===== config.mk =====
export PLATFORM = sky130hd
export DESIGN_NAME = cpu_player
export DESIGN_NICKNAME = d
export VERILOG_FILES = /design/src/rtl/cpu_player.sv
export SDC_FILE = /design/constraint.sdc
export NUM_CORES = 1
export LEC_CHECK = 0
export CAP_MARGIN = 20
export CORE_UTILIZATION = 40
export CTS_CLUSTER_SIZE = 40
export DETAILED_ROUTE_END_ITERATION = 8
export HOLD_SLACK_MARGIN = 0.06
export PLACE_DENSITY = 0.76
export SLEW_MARGIN = 40
export SYNTH_ARGS = -nofsm -noshare
export SYNTH_HDL_FRONTEND = slang
export SYNTH_SLANG_ARGS = --single-unit

===== constraint.sdc =====
create_clock -name clk -period 1.7 [get_ports clk]
set_clock_uncertainty 0.2 [all_clocks]
set_input_delay 0.34 -clock clk [delete_from_list [all_inputs] [get_ports clk]]
set_output_delay 0.34 -clock clk [all_outputs]
set_load 0.02 [all_outputs]

===== src/rtl/cpu_player.sv =====
// Computer opponent for tug-of-war: a free-running 10-bit LFSR is compared
// against a difficulty threshold on each decision tick to produce press pulses.
module cpu_player #(
  parameter logic [9:0] SEED     = 10'h001,
  parameter int         TICK_DIV = 1
) (
  input  logic       clk,
  input  logic       Reset,
  input  logic       enable,
  input  logic [9:0] difficulty,
  output logic       press,
  output logic [9:0] lfsr,
  output logic [1:0] fsm_state
);

  localparam int             CW       = (TICK_DIV > 1) ? $clog2(TICK_DIV) : 1;
  localparam logic [CW-1:0]  LAST     = CW'(TICK_DIV - 1);
  // An all-zero LFSR would lock up, so a zero seed falls back to 1.
  localparam logic [9:0]     SEED_OK  = (SEED == 10'h000) ? 10'h001 : SEED;

  typedef enum logic [1:0] {
    ST_WAIT  = 2'd0,
    ST_PRESS = 2'd1,
    ST_COOL  = 2'd2
  } state_t;

  state_t        state;
  logic [CW-1:0] count;
  logic          tick;
  logic          hit;

  assign tick      = (count == LAST);
  assign hit       = tick & enable & (difficulty > lfsr);
  assign fsm_state = state;

  always_ff @(posedge clk or negedge Reset) begin
    if (!Reset) begin
      count <= '0;
    end else if (tick) begin
      count <= '0;
    end else begin
      count <= count + CW'(1);
    end
  end

  // x^10 + x^7 + 1, advancing on every tick independent of the FSM.
  always_ff @(posedge clk or negedge Reset) begin
    if (!Reset) begin
      lfsr <= SEED_OK;
    end else if (tick) begin
      lfsr <= {lfsr[8:0], lfsr[9] ^ lfsr[6]};
    end
  end

  // COOL holds off the next decision until a tick has passed, so pulses never abut.
  always_ff @(posedge clk or negedge Reset) begin
    if (!Reset) begin
      state <= ST_WAIT;
      press <= 1'b0;
    end else begin
      case (state)
        ST_WAIT: begin
          if (hit) begin
            state <= ST_PRESS;
            press <= 1'b1;
          end else begin
            press <= 1'b0;
          end
        end
        ST_PRESS: begin
          state <= ST_COOL;
          press <= 1'b0;
        end
        ST_COOL: begin
          press <= 1'b0;
          if (tick) begin
            state <= ST_WAIT;
          end
        end
        default: begin
          state <= ST_WAIT;
          press <= 1'b0;
        end
      endcase
    end
  end

endmodule


# Word-level counts from Yosys, hierarchy flattened
# Index checks and enable logic that the tools add are counted.
# W data, S select, Z words.
[op_classes]
add_sub_neg = 1
bitwise_logic = 4
mux = 6
n_eq_ne = 4
n_reduce_logical = 2
magnitude_cmp = 1
[op_table]
columns = ["op", "n"]
rows = [
  ["$gt A10 B10 Y1", 1],
  ["$pmux W2 S3", 1],
  ["$mux W2", 2],
  ["$ne A2 B2 Y1 const B", 2],
  ["$mux W1", 3],
  ["$and A1 B1 Y1", 2],
  ["$eq A2 B1 Y1 const B", 1],
  ["$eq A2 B2 Y1 const B", 1],
  ["$logic_not A2 Y1", 1],
  ["$reduce_and A2 Y1", 1],
  ["$add A1 B1 Y1 const B", 1],
  ["$not A1 Y1", 1],
  ["$xor A1 B1 Y1", 1],
]
[totals]
reg_bits = 14
output_inout_bits = 13
input_bits = 13
wordCells = 22

# Depth between registers and ports, before layout
# Gate-level depths: netlist of run 1.
[depth]
ltp_word = 5
depth_mapped = 6
mapped_depth_nobuf = 6

# Least setup slack after synthesis of run 1
# Ideal clock, no wire load.
[synth_timing]
kind = "reg2reg"
start = "register lfsr[7]"
end = "register state[0] (netlist: fsm_state[0])"
setup_time_ns = 0.129
required_ns = 1.371
stages_incl_launch_ff = 6
synth_period_minus_slack_ns = 1.750
t_arrival_ns = 1.421
path_buffers = 0
setup_slack_ns = -0.050
path_cell_list = "dfrtp_1 > inv_1 > ha_1 > a211oi_2 > nor2_1 > o41a_1"
[synth_between]
elab_chain_cells = 4
[synth_rtl]
columns = ["element", "line_no", "text"]
rows = [
  ["start, declared", "12", "output logic [9:0] lfsr,"],
  ["start signal, assigned", "51", "lfsr <= {lfsr[8:0], lfsr[9] ^ lfsr[6]};"],
  ["$gt A10 B10 Y1", "33", "assign hit = tick & enable & (difficulty > lfsr);"],
  ["$and A1 B1 Y1", "33", ""],
  ["$ne A2 B2 Y1 (no line)", "n/a", ""],
  ["$reduce_and A2 Y1 (no line)", "n/a", ""],
  ["end signal, assigned", "58", "state <= ST_WAIT;"],
  ["end signal, assigned", "64", "state <= ST_PRESS;"],
  ["end signal, assigned", "71", "state <= ST_COOL;"],
  ["end, declared", "27", "state_t state;"],
]
# No other way between the ends.
# A chain may end at the register's enable or synchronous reset.

# Worst setup path after layout of run 1
[layout_timing]
start = "input difficulty[1]"
end = "register press"
[layout_between]
elab_chain_cells = 4
[layout_rtl]
columns = ["element", "line_no", "text"]
rows = [
  ["start, declared", "10", "input logic [9:0] difficulty,"],
  ["$gt A10 B10 Y1", "33", ""],
  ["$and A1 B1 Y1", "33", ""],
  ["$mux W1", "63", "if (hit) begin"],
  ["$mux W1", "61", "case (state)"],
  ["end signal, assigned", "59", "press <= 1'b0;"],
  ["end signal, assigned", "65", "press <= 1'b1;"],
  ["end signal, assigned", "67", "press <= 1'b0;"],
  ["end, declared", "11", "output logic press,"],
]
# No other way between the ends.

==> impl_results.html, run 1 <==
<table>
<tr><th>Metric</th><th>Value</th></tr>
<tr><th colspan="2">Route</th></tr>
<tr><td>Post-Route WL</td><td>1330 µm</td></tr>
<tr><td>Vias/cell</td><td>5.11</td></tr>
<tr><td>Number of routed nets with antenna violations</td><td>0</td></tr>
<tr><td>Via total after detailed routing</td><td>516</td></tr>
<tr><td>Total DRC errors in the routed layout</td><td>0</td></tr>
<tr><td>1st-pass router iterations</td><td>2</td></tr>
<tr><td>First DRT Iteration DRCs</td><td>4</td></tr>
<tr><td>Wire per inst</td><td>13.2 µm</td></tr>
<tr><th colspan="2">Synthesis</th></tr>
<tr><td>YS warnings</td><td>0</td></tr>
<tr><td>Net Count, Synth</td><td>75</td></tr>
<tr><td>Flops &amp; latches, synth</td><td>13</td></tr>
<tr><td>Summed instance area of the synthesized netlist</td><td>614 µm²</td></tr>
<tr><td>Syn_area_per_cell</td><td>11.8 µm²</td></tr>
<tr><td>Yosys cell types</td><td>17</td></tr>
<tr><td>Sequential area share after synthesis</td><td>0.532</td></tr>
<tr><td>Instance count of the mapped netlist</td><td>52</td></tr>
<tr><th colspan="2">Clock network</th></tr>
<tr><td>H-tree levels</td><td>1</td></tr>
<tr><td>Clock Latency Late Sink</td><td>0.27 ns</td></tr>
<tr><td>Root buffer cell</td><td>clkbuf_4</td></tr>
<tr><td>Clock-pin transition on the worst setup and hold timing paths</td><td>0.08 ns</td></tr>
<tr><td>Clock tree from TritonCTS</td><td>done</td></tr>
<tr><td>Count of clock tree sinks</td><td>13</td></tr>
<tr><td>Clock tree buffer depth</td><td>2</td></tr>
<tr><td>Total CTS buffers</td><td>3</td></tr>
<tr><td>Post-cts hold buffer count</td><td>0</td></tr>
<tr><th colspan="2">Pwr</th></tr>
<tr><td>Leakage</td><td>0.514 nW</td></tr>
<tr><td>Portion of total power attributed to the clock network</td><td>0.307</td></tr>
<tr><td>Final total power</td><td>609 µW</td></tr>
<tr><td>Worst VDD drop</td><td>0.000452 V</td></tr>
<tr><td>Power per cell area</td><td>602 nW/µm²</td></tr>
<tr><td>Net switching fraction of the power</td><td>0.239</td></tr>
<tr><td>Proportion of power drawn by combinational gates</td><td>0.168</td></tr>
<tr><td>Net Sw Power</td><td>146 µW</td></tr>
<tr><td>Internal Dissipation</td><td>464 µW</td></tr>
<tr><td>Reg power frac</td><td>0.525</td></tr>
<tr><th colspan="2">Floorplan</th></tr>
<tr><td>Die Ht</td><td>41.2 µm</td></tr>
<tr><td>Starting utilization of the core area</td><td>0.450</td></tr>
<tr><td>Area of the core</td><td>1370 µm²</td></tr>
<tr><td>Row count</td><td>13</td></tr>
<tr><td>Ports</td><td>26</td></tr>
<tr><td>Floorplan die area</td><td>1700 µm²</td></tr>
<tr><td>Die boundary width</td><td>41.2 µm</td></tr>
<tr><th colspan="2">Global routing</th></tr>
<tr><td>Total grt overflow</td><td>0</td></tr>
<tr><td>Maximum number of pins on one net before global-route repair</td><td>14</td></tr>
<tr><td>Global-route wire length before repair</td><td>1950 µm</td></tr>
<tr><td>Initial antenna violation count</td><td>0</td></tr>
<tr><td>Aggregate global-route resource usage</td><td>0.184</td></tr>
<tr><td>Via count of the first global-routing pass</td><td>502</td></tr>
<tr><th colspan="2">Placement</th></tr>
<tr><td>Routability cong.</td><td>0.686</td></tr>
<tr><td>Final HPWL from detailed placement</td><td>985 µm</td></tr>
<tr><td>Setup WS pre-CTS</td><td>-0.352 ns</td></tr>
<tr><td>Placement-stage cell area</td><td>908 µm²</td></tr>
<tr><td>Total of buffers placed on input and output ports</td><td>25</td></tr>
<tr><th colspan="2">STA</th></tr>
<tr><td>Post-layout min period</td><td>1.69 ns</td></tr>
<tr><td>Final Setup Violations</td><td>0</td></tr>
<tr><td>Final worst setup slack</td><td>0.00892 ns</td></tr>
<tr><td>Relative slew margins</td><td>0.831</td></tr>
<tr><td>Final Cycle Share</td><td>0.995</td></tr>
<tr><td>Hold Violations, Final</td><td>0</td></tr>
<tr><td>Setup repair after global routing missed its margin</td><td>yes</td></tr>
<tr><td>Max-slew violation total from the final report</td><td>0</td></tr>
<tr><td>Maximum frequency from static timing analysis</td><td>0.591 GHz</td></tr>
<tr><td>Slew @ Worst Pin</td><td>0.251 ns</td></tr>
<tr><th colspan="2">Cells and area</th></tr>
<tr><td>Area overhead of the layout relative to synthesis</td><td>64.8%</td></tr>
<tr><td>Fraction of layout cells with a size suffix above 1</td><td>0.267</td></tr>
<tr><td>Fin nets</td><td>110</td></tr>
<tr><td>Number of diodes added for antenna fixing</td><td>0</td></tr>
<tr><td>Post-route cell area</td><td>1010 µm²</td></tr>
<tr><th colspan="2">Setup path</th></tr>
<tr><td>R2R Path Start</td><td>lfsr[7]$_DFF_PN0_</td></tr>
<tr><td>Worst Path Max Fanout</td><td>2</td></tr>
<tr><td>Critical path required time</td><td>1.66 ns</td></tr>
<tr><td>CP Class</td><td>in2reg</td></tr>
<tr><td>R2r worst-path depth</td><td>5</td></tr>
<tr><td>Worst Path Arrival</td><td>1.65 ns</td></tr>
<tr><td>Setup crit end kind</td><td>flip-flop</td></tr>
<tr><td>Sort of element at the start of the critical path</td><td>input pin</td></tr>
<tr><td>Slack of the worst reg-to-reg path</td><td>0.03 ns</td></tr>
<tr><td>Reg-to-reg endpoint</td><td>press$_DFF_PN0_</td></tr>
<tr><th colspan="2">Run</th></tr>
<tr><td>Max-cap violations</td><td>0</td></tr>
<tr><th colspan="2">Worst hold path</th></tr>
<tr><td>Type of the most critical hold path</td><td>in2async</td></tr>
<tr><th colspan="2">Status</th></tr>
<tr><td>Outcome</td><td>finished clean</td></tr>
</table>
sequential cells by signal, summed over array words and instances, names as in the netlist:
name       cells
press          1
lfsr          10
fsm_state      2
power groups by stage:
stage                     clock network (mW)  registers [mW]  logic (mW)
after floorplan                            0           0.336      0.0344
after global placement                     0           0.326       0.101
after detailed placement                   0           0.327       0.103
after CTS                              0.195           0.320      0.0998
after global routing                   0.211           0.321       0.113
final                                  0.187           0.320       0.103
what timing repair did:
action | in CTS | in global routing
endpoints found under the setup margin | 15 | 3
buffers inserted | 0 | 4
resized for setup | 19 | 13
pin swaps | 5 | 8
synthesized netlist by cell type:
cell type,number,area share
ha_1,10,0.20
nor2b_1,1,0.010
dfstp_2,1,0.043
o311a_1,1,0.016
nor3_1,1,0.0081
o41a_1,2,0.037
a21o_1,1,0.012
dfrtp_1,12,0.49
nor2_1,2,0.012
inv_1,11,0.067
nand2_1,1,0.0061
nand3_1,1,0.0081
a211oi_2,1,0.020
o21ai_0,1,0.0081
xor2_1,1,0.014
nand4_1,2,0.020
a21oi_1,3,0.024
placed cells by master (no fill, tap or decap), types with 2 or more instances in the layout:
cell | synthesis | final
o41a_1 | 2 | 2
buf_4 | 0 | 5
clkbuf_4 | 0 | 3
inv_2 | 0 | 3
dfrtp_1 | 12 | 8
ha_1 | 10 | 5
ha_4 | 0 | 5
clkdlybuf4s15_1 | 0 | 3
dlymetal6s2s_1 | 0 | 4
dfrtp_2 | 0 | 4
dlygate4sd2_1 | 0 | 13
inv_1 | 11 | 8
nor2_1 | 2 | 2
a21oi_1 | 3 | 2
clkdlybuf4s50_1 | 0 | 5
nand4_1 | 2 | 2
metrics by stage:
step | util | cells | setup TNS (ns) | hold WS (ns)
floorplan | - | 52 | 0 | -0.156
global placement | 0.665 | 93 | -0.663 | 0.181
detailed placement | 0.665 | 93 | -0.697 | 0.183
CTS | 0.681 | 97 | 0 | 0.156
global route | 0.741 | 101 | -0.0274 | 0.177
finish | 0.741 | 101 | 0 | 0.157
worst max-delay path, cell delays in order:
cell and delay, ns:
clkdlybuf4s50_1 0.43, ha_1 0.31, a21oi_2 0.14, nor3_1 0.07
o41a_1 0.37
cells by family after synthesis:
group	Yosys count	synth area share
adder cells (fa/ha/maj)	10	0.204
AO/OA/AOI/OAI	9	0.118
buffers and inverters	11	0.0672
AND/OR/NAND/NOR	8	0.0652
XOR/XNOR	1	0.0143
flip-flops	13	0.532
area by class of cell:
cell class / count / area (µm²)
Multi-Input combinational cell: 28 / 313
Sequential cell: 13 / 332
Tap cell: 15 / 18.8
Clock buffer: 4 / 26.3
Timing Repair Buffer: 30 / 282
Inverter: 11 / 41.3
Fill cell: 113 / 354
metal layers:
layer  share of wire  track usage  routed length (µm)  up-vias
met4          0.0053       0.0968                   7        0
met3           0.071       0.0326                  94        2
met2            0.51        0.336                 677       19
met1            0.41        0.199                 549      242
li1                -            -                   -      253
met5               0            0                   0        -
worst max path at each step:
stage / startpoint / end / cells after the start
after floorplan: lfsr[3]$_DFF_PN0_ / fsm_state[0]$_DFFE_PN0P_ / 6
after global routing: lfsr[3]$_DFF_PN0_ / press$_DFF_PN0_ / 6
after CTS: difficulty[8] / press$_DFF_PN0_ / 5
final: difficulty[1] / press$_DFF_PN0_ / 5
after detailed placement: difficulty[7] / press$_DFF_PN0_ / 5
after global placement: difficulty[7] / fsm_state[0]$_DFFE_PN0P_ / 5
No activity file was read; power rests on OpenSTA's default activity.
==> run 2: changes to the inputs <==
CAP_MARGIN = 10   (was 20)
==> results of run 2 <==
No change in the layout: final DEF, timing and power equal those of run 1.
